<file path="src/rtl/gravity_timer.sv">
// gravity_timer
// Turns the divided game tick into gravity for the falling piece. Rising
// edges of tick_in are counted at a level-dependent rate. Each terminal
// count raises a one-row drop request that is held until drop_ack. A landed
// acknowledge starts a lock-delay countdown, which ends in a single
// lock_pulse per piece.
//
// Optional feature: define GRAVITY_SOFTDROP_EN to let soft_drop force a
// one-tick drop period. Without it, soft_drop is accepted but ignored.
//
// state | meaning
// IDLE  | no piece in play, counter held at zero
// FALL  | counting tick events toward the next drop
// REQ   | drop request raised, waiting for drop_ack
// LOCK  | piece has landed, counting the lock delay
// DONE  | lock pulse issued, waiting for piece_active to fall

module gravity_timer #(
    parameter int LEVEL_W     = 4,
    parameter int CNT_W       = 5,
    parameter int BASE_PERIOD = 8,
    parameter int MIN_PERIOD  = 1,
    parameter int LOCK_TICKS  = 4
) (
    input  logic               CLK_50M,
    input  logic               rst,
    input  logic               tick_in,
    input  logic [LEVEL_W-1:0] level,
    input  logic               soft_drop,
    input  logic               piece_active,
    input  logic               drop_ack,
    input  logic               landed,
    output logic               drop_req,
    output logic               lock_pulse,
    output logic [2:0]         state_dbg
);

    localparam int PW = CNT_W + 1;
    localparam logic [31:0] CLAMP_LVL = 32'(BASE_PERIOD - MIN_PERIOD);

    typedef enum logic [2:0] {
        IDLE = 3'd0,
        FALL = 3'd1,
        REQ  = 3'd2,
        LOCK = 3'd3,
        DONE = 3'd4
    } state_t;

    state_t           state;
    state_t           state_nxt;
    logic [CNT_W-1:0] cnt;
    logic [CNT_W-1:0] cnt_nxt;
    logic             tick_q;
    logic             tick_evt;
    logic             lock_q;
    logic             lock_nxt;
    logic [PW-1:0]    period;
    logic [PW-1:0]    cnt_inc;
    logic [31:0]      level_w;

    assign tick_evt = tick_in & ~tick_q;
    assign cnt_inc  = {1'b0, cnt} + PW'(1);
    assign level_w  = 32'(level);

`ifndef GRAVITY_SOFTDROP_EN
    logic unused_soft_drop;
    assign unused_soft_drop = soft_drop;
`endif

    // Drop period from level, clamped at the floor; comparison is done wide so nothing wraps
    always_comb begin
        if (level_w >= CLAMP_LVL)
            period = PW'(MIN_PERIOD);
        else
            period = PW'(32'(BASE_PERIOD) - level_w);
`ifdef GRAVITY_SOFTDROP_EN
        if (soft_drop)
            period = PW'(1);
`endif
    end

    // State, counter, tick edge history and lock flag registers
    always_ff @(posedge CLK_50M) begin
        if (rst) begin
            state  <= IDLE;
            cnt    <= '0;
            tick_q <= 1'b0;
            lock_q <= 1'b0;
        end else begin
            state  <= state_nxt;
            cnt    <= cnt_nxt;
            tick_q <= tick_in;
            lock_q <= lock_nxt;
        end
    end

    // Next-state and counter update; losing the piece overrides everything but reset
    always_comb begin
        state_nxt = state;
        cnt_nxt   = cnt;
        lock_nxt  = 1'b0;
        case (state)
            IDLE: begin
                cnt_nxt = '0;
                if (piece_active)
                    state_nxt = FALL;
            end
            FALL: begin
                if (!piece_active) begin
                    state_nxt = IDLE;
                    cnt_nxt   = '0;
                end else if (tick_evt) begin
                    // >= so that a shorter period from a level change applies at once
                    if (cnt_inc >= period) begin
                        state_nxt = REQ;
                        cnt_nxt   = '0;
                    end else begin
                        cnt_nxt = cnt_inc[CNT_W-1:0];
                    end
                end
            end
            REQ: begin
                if (!piece_active) begin
                    state_nxt = IDLE;
                    cnt_nxt   = '0;
                end else if (drop_ack) begin
                    state_nxt = landed ? LOCK : FALL;
                    cnt_nxt   = '0;
                end
            end
            LOCK: begin
                if (!piece_active) begin
                    state_nxt = IDLE;
                    cnt_nxt   = '0;
                end else if (tick_evt) begin
                    if (cnt_inc == PW'(LOCK_TICKS)) begin
                        state_nxt = DONE;
                        cnt_nxt   = '0;
                        lock_nxt  = 1'b1;
                    end else begin
                        cnt_nxt = cnt_inc[CNT_W-1:0];
                    end
                end
            end
            DONE: begin
                cnt_nxt = '0;
                if (!piece_active)
                    state_nxt = IDLE;
            end
            default: begin
                state_nxt = IDLE;
                cnt_nxt   = '0;
            end
        endcase
    end

    // Outputs decoded from registered state and the registered lock flag
    always_comb begin
        drop_req   = (state == REQ);
        lock_pulse = lock_q;
        state_dbg  = state;
    end

endmodule

</file>
<file path="config.mk">
export PLATFORM = sky130hd
export DESIGN_NAME = gravity_timer
export DESIGN_NICKNAME = d
export VERILOG_FILES = /design/src/rtl/gravity_timer.sv
export SDC_FILE = /design/constraint.sdc
export NUM_CORES = 1
export LEC_CHECK = 0
export BUFFER_PORTS_ARGS = -buffer_cell sky130_fd_sc_hd__buf_2
export CAP_MARGIN = 40
export CELL_PAD_IN_SITES_DETAIL_PLACEMENT = 1
export CELL_PAD_IN_SITES_GLOBAL_PLACEMENT = 1
export CORE_ASPECT_RATIO = 1.4
export CORE_MARGIN = 2
export CORE_UTILIZATION = 30
export CTS_CLUSTER_SIZE = 12
export DETAILED_ROUTE_END_ITERATION = 16
export PLACE_DENSITY = 0.7
export SLEW_MARGIN = 30
export SYNTH_ARGS = -nofsm -noshare
export SYNTH_HDL_FRONTEND = slang
export SYNTH_SLANG_ARGS = --single-unit
</file>
<file path="constraint.sdc">
create_clock -name CLK_50M -period 2.8 [get_ports CLK_50M]
set_input_delay 0.14 -clock CLK_50M [delete_from_list [all_inputs] [get_ports CLK_50M]]
set_output_delay 0.14 -clock CLK_50M [all_outputs]
set_load 0.01 [all_outputs]
</file>
# After elaboration in Yosys (flattened, before gate mapping)
# Cells that the tools add are included.
[word_totals]
reg_bits = 10
latchBits = 0
mem_bits_rw = 0
mem_bits_ro = 0
output_inout_bits = 5
mem_count = 0
[op_classes]
add_sub_neg = 2
n_mul = 0
div_mod_pow = 0
magnitude_cmp = 2
eq_ne = 12
n_shift = 0
n_mux = 23
bitwise_logic = 5
reduce_logical = 4
[op_table]
columns = ["operator", "n"]
rows = [
  ["5-bit 2-to-1 mux", 8],
  ["3-bit 2-to-1 mux", 10],
  ["3-bit != test (second input constant)", 5],
  ["3-bit one-hot mux with 5 select lines", 1],
  ["5-bit one-hot mux with 3 select lines", 1],
  ["7-bit AND reduction", 1],
  ["5-bit by 1-bit adder with 6-bit output (second input constant)", 1],
  ["3-bit by 2-bit equality test with 1-bit output (second input constant)", 2],
  ["6-bit by 3-bit equality test with 1-bit output (second input constant)", 1],
  ["6-bit >= comparator", 1],
  ["6-bit 2-to-1 mux", 1],
  ["4-bit by 4-bit subtractor with 5-bit output (first input constant)", 1],
  ["4-bit by 3-bit >= comparator with 1-bit output (second input constant)", 1],
  ["2-bit != test (second input constant)", 2],
  ["1-bit inverter", 4],
  ["4-bit OR reduction", 1],
  ["3-bit by 1-bit equality test with 1-bit output (second input constant)", 1],
  ["3-bit equality test (second input constant)", 1],
  ["3-bit zero test", 1],
  ["3-bit AND reduction", 1],
  ["2-bit 2-to-1 mux", 1],
  ["1-bit AND", 1],
  ["1-bit 2-to-1 mux", 1],
]

# Logic depth before layout (Yosys ltp)
[depth]
depth_word = 7
depth_mapped = 11

# Worst setup path before layout
# OpenSTA, ideal clock, no wires.
[synth_timing]
kind = "register -> register"
start = "register cnt[0]"
end = "register state[2] (netlist: state_dbg[2])"
setup_time_ps = 123
arrival_time_ps = 2327
required_time_ps = 2677
setup_slack_ps = 350
path_stages_with_launch = 11
period_less_slack_ps = 2450
path_cell_list = "dfxtp_1 -> ha_1 -> nand3_1 -> or2_2 -> nand2_1 -> ha_1 -> a21o_1 -> a2111oi_4 -> o21ai_2 -> nand2_1 -> mux2_1"
[synth_between]
elab_chain_len = 4
[synth_rtl]
columns = ["element", "line_no", "source"]
rows = [
  ["from (decl)", "51", "logic [CNT_W-1:0] cnt;"],
  ["from (signal assigned)", "91", "cnt <= cnt_nxt;"],
  ["5-bit by 1-bit adder with 6-bit output (*)", "62", "assign cnt_inc = {1'b0, cnt} + PW'(1);"],
  ["6-bit >= comparator or 6-bit by 3-bit equality test with 1-bit output (tied branches)", "114, 136", ""],
  ["3-bit != test (no source line)", "n/a", ""],
  ["7-bit AND reduction (no source line) (*)", "n/a", ""],
  ["to (signal assigned)", "90", "state <= state_nxt;"],
  ["to (decl)", "49", "state_t state;"],
]
# Mark *: on every way between the ends. The rest lies on a longest branch, timed or not.
# A chain may end at the register's enable or synchronous reset.

# Worst setup path after layout
# Same ends and word-level chain as after synthesis.

==> flow_summary.ini <==
[power]
p_leak_nw = 0.4716
power_w = 0.0004607
p_per_area_mw_per_mm2 = 470.8
irDropWorstVdd_v = 0.0003311

[clock_network]
cts_num_sinks = 10
clk_path_buf_depth = 2
cts_tree = built
cts_buffers = 3
htree_levels = 1
cts-root-buf = clkbuf_4
clkLatencyLatePin_ps = 270
post_cts_buffers = 0
cts.clk_slew.worst_paths_ps = 70

[finish]
diodes = 0
finish.instance_area_sq_um = 978.4
layout-drive-gt1-share_pct = 23.93
fin_nets = 138
syn_to_final_growth_pct = 19.21

[timing]
setup_viol = 0
grt_setup_unrepaired = no
skew_ps = 3.402
drv_slew = 0
finalCriticalPeriod_ps = 2641
fin_setup_tns_ps = 0
finalHoldViolCount = 0
max_freq_mhz = 378.6
fin_crit_sh_pct = 94.34

[place]
hpwlAfterDp_microns = 1575
placedInstanceArea_sq_um = 934.6
gp_congestion = 0.7784
portBuffers = 14

[yosys]
syn_area_per_cell_sq_um = 8.291
synth-edff-count = 0
synth_ff_type = dfxtp_1
yosys.area.top_type = dfxtp_1
netlist_area_sq_um = 820.8
syn_inst = 99
netlist.area_leader.share_pct = 24.39
postSynth.asyncResetShare_pct = 0
ys_ff_latch = 10
synth_most_common_cell = nand2_1
synth_warnings = 0
synth_cell_type_count = 33
synth.area.top_cells = dfxtp_1 (24%), ha_1 (14%), a21o_1 (5.5%)
ys_seq_area_share_pct = 24.39
synth_commonest_cells = nand2_1 (12), dfxtp_1 (10), ha_1 (9)

[die]
fp.coreArea_sq_mm = 0.002615
io_pins = 16
initial_core_util_pct = 31.39
fp.dieH_microns = 65.89
num_rows = 22
fp.dieArea_sq_mm = 0.003176
die_w_microns = 48.21

[global_route]
grtUsageTotal_pct = 14.50
grt_first_pass_wirelength_microns = 3277
grt_max_degree = 10
grt_pass1_vias = 782
grt_remaining_overflow = 0
antenna_found_initial = 0

[flow_run]
maxCapViolations = 0

[route]
viasPerCell = 5.007
route.met3.wl_microns = 44
drc_errors = 0
top_layer_used = met4
wl_microns = 1873
dr.pass1.iters = 2
dr_wl_met2_microns = 981
ant_nets = 0
wl_met1_microns = 801
vias = 766
wl_per_cell_microns = 12.24
drt-initial-drc-count = 5

[worst_hold_path]
hold_path.startpoint = tick_in
hp-class = primary input to flip-flop

[critical_path]
arrival_ps = 2800
required_ps = 2960
timing.rr.start = cnt[0]
cp-end-kind = flip-flop
worstPathMaxFanout = 9
critPathLaunchType = flip-flop
setup.worst_path.start = cnt[0]
critPathKind = flip-flop to flip-flop

[status]
outcome = complete, no violations
==> critical path: stages, from the launching register on <==
cell       delay [ps]
dfxtp_1           400
ha_1              220
nand3_1           100
or2_2             300
nand2_1            80
ha_1              240
a21o_1            190
a2111oi_4         390
o21ai_4           170
nand2_1           120
mux2_1            320
==> final cells by class <==
class | count | area, sq um
Inverter | 4 | 15.01
Clock buffer | 4 | 36.28
Fill cell | 341 | 1637
Timing Repair Buffer | 14 | 70.07
Sequential cell | 10 | 200.2
Tap cell | 36 | 45.04
Multi-Input combinational cell | 85 | 611.8
==> per-stage QoR <==
| step | worst slack, ps | hold slack (ps) | utilization (%) | std cells |
|---|---|---|---|---|
| 6_report | 158.6 | 105.1 | 37.42 | 153 |
| 5_1_grt | 8.573 | 105.5 | 37.42 | 153 |
| 4_1_cts | 140.9 | 102.1 | 37.13 | 153 |
| 3_5_place_dp | 150.4 | 387.1 | 35.74 | 149 |
| 3_3_place_gp | 200.6 | 373.5 | 35.74 | 149 |
| 2_1_floorplan | 350.2 | 211.6 | - | 100 |
==> cells by family (layout without fill, tap and decap cells) <==
family	Yosys count	after routing	synth area share, %
AND/OR/NAND/NOR	47	47	31.10
AO/OA/AOI/OAI	26	26	26.53
flip-flops	10	10	24.39
adder cells (fa/ha/maj)	9	9	13.72
buffers and inverters	5	22	2.438
other	1	2	0.4569
multiplexers	1	1	1.372
==> placed cells by master (no fill, tap or decap), types with 2 or more instances in the layout <==
cell / Yosys / routed
dfxtp_1: 10 / 10
nand2_1: 12 / 12
or2_2: 3 / 3
a21o_1: 6 / 6
ha_1: 9 / 9
nand3_1: 7 / 7
nor3_1: 4 / 4
inv_1: 3 / 3
a221oi_1: 3 / 3
o21ai_1: 2 / 2
nor2_1: 7 / 7
o21ai_0: 2 / 2
buf_2: 1 / 14
nor2b_1: 3 / 3
a21oi_1: 3 / 3
conb_1: 1 / 2
clkbuf_4: 0 / 3
a311o_1: 2 / 2
nand2b_1: 6 / 6
==> final timing paths <==
| kind | to | slack, ps | cells after the start |
|---|---|---|---|
| min | tick_q | 110 | 2 |
| min reg2reg | cnt[1] | 530 | 1 |
| max reg2reg | state_dbg[2] | 160 | 10 |
| max | state_dbg[2] | 160 | 10 |
==> where the power goes <==
group	switching [W]	internal, W	leakage, nW
Combinational	0.0000876	0.0000588	0.370
Clock	0.0000569	0.0000791	0.0210
Sequential	0.0000258	0.000153	0.0811
Total	0.000170	0.000290	0.472
==> per-layer routing <==
metal / vias to the layer above / GRT usage, %
met1: 352 / 15.78
met2: 13 / 24.67
met3: 5 / 2.459
li1: 396 / -
met5: - / 0
met4: 0 / 8.108
==> repair_timing <==
| action | in CTS | in global routing |
|---|---|---|
| hold buffers | 0 | 0 |
| setup endpoints to repair | 0 | 1 |
| resized for setup | 0 | 1 |
==> registers in the layout, indices dropped and copies added, names as in the netlist <==
signal and cells:
cnt 5, lock_pulse 1, state_dbg 3, tick_q 1
Note: power is estimated with default switching activity, not from simulation.
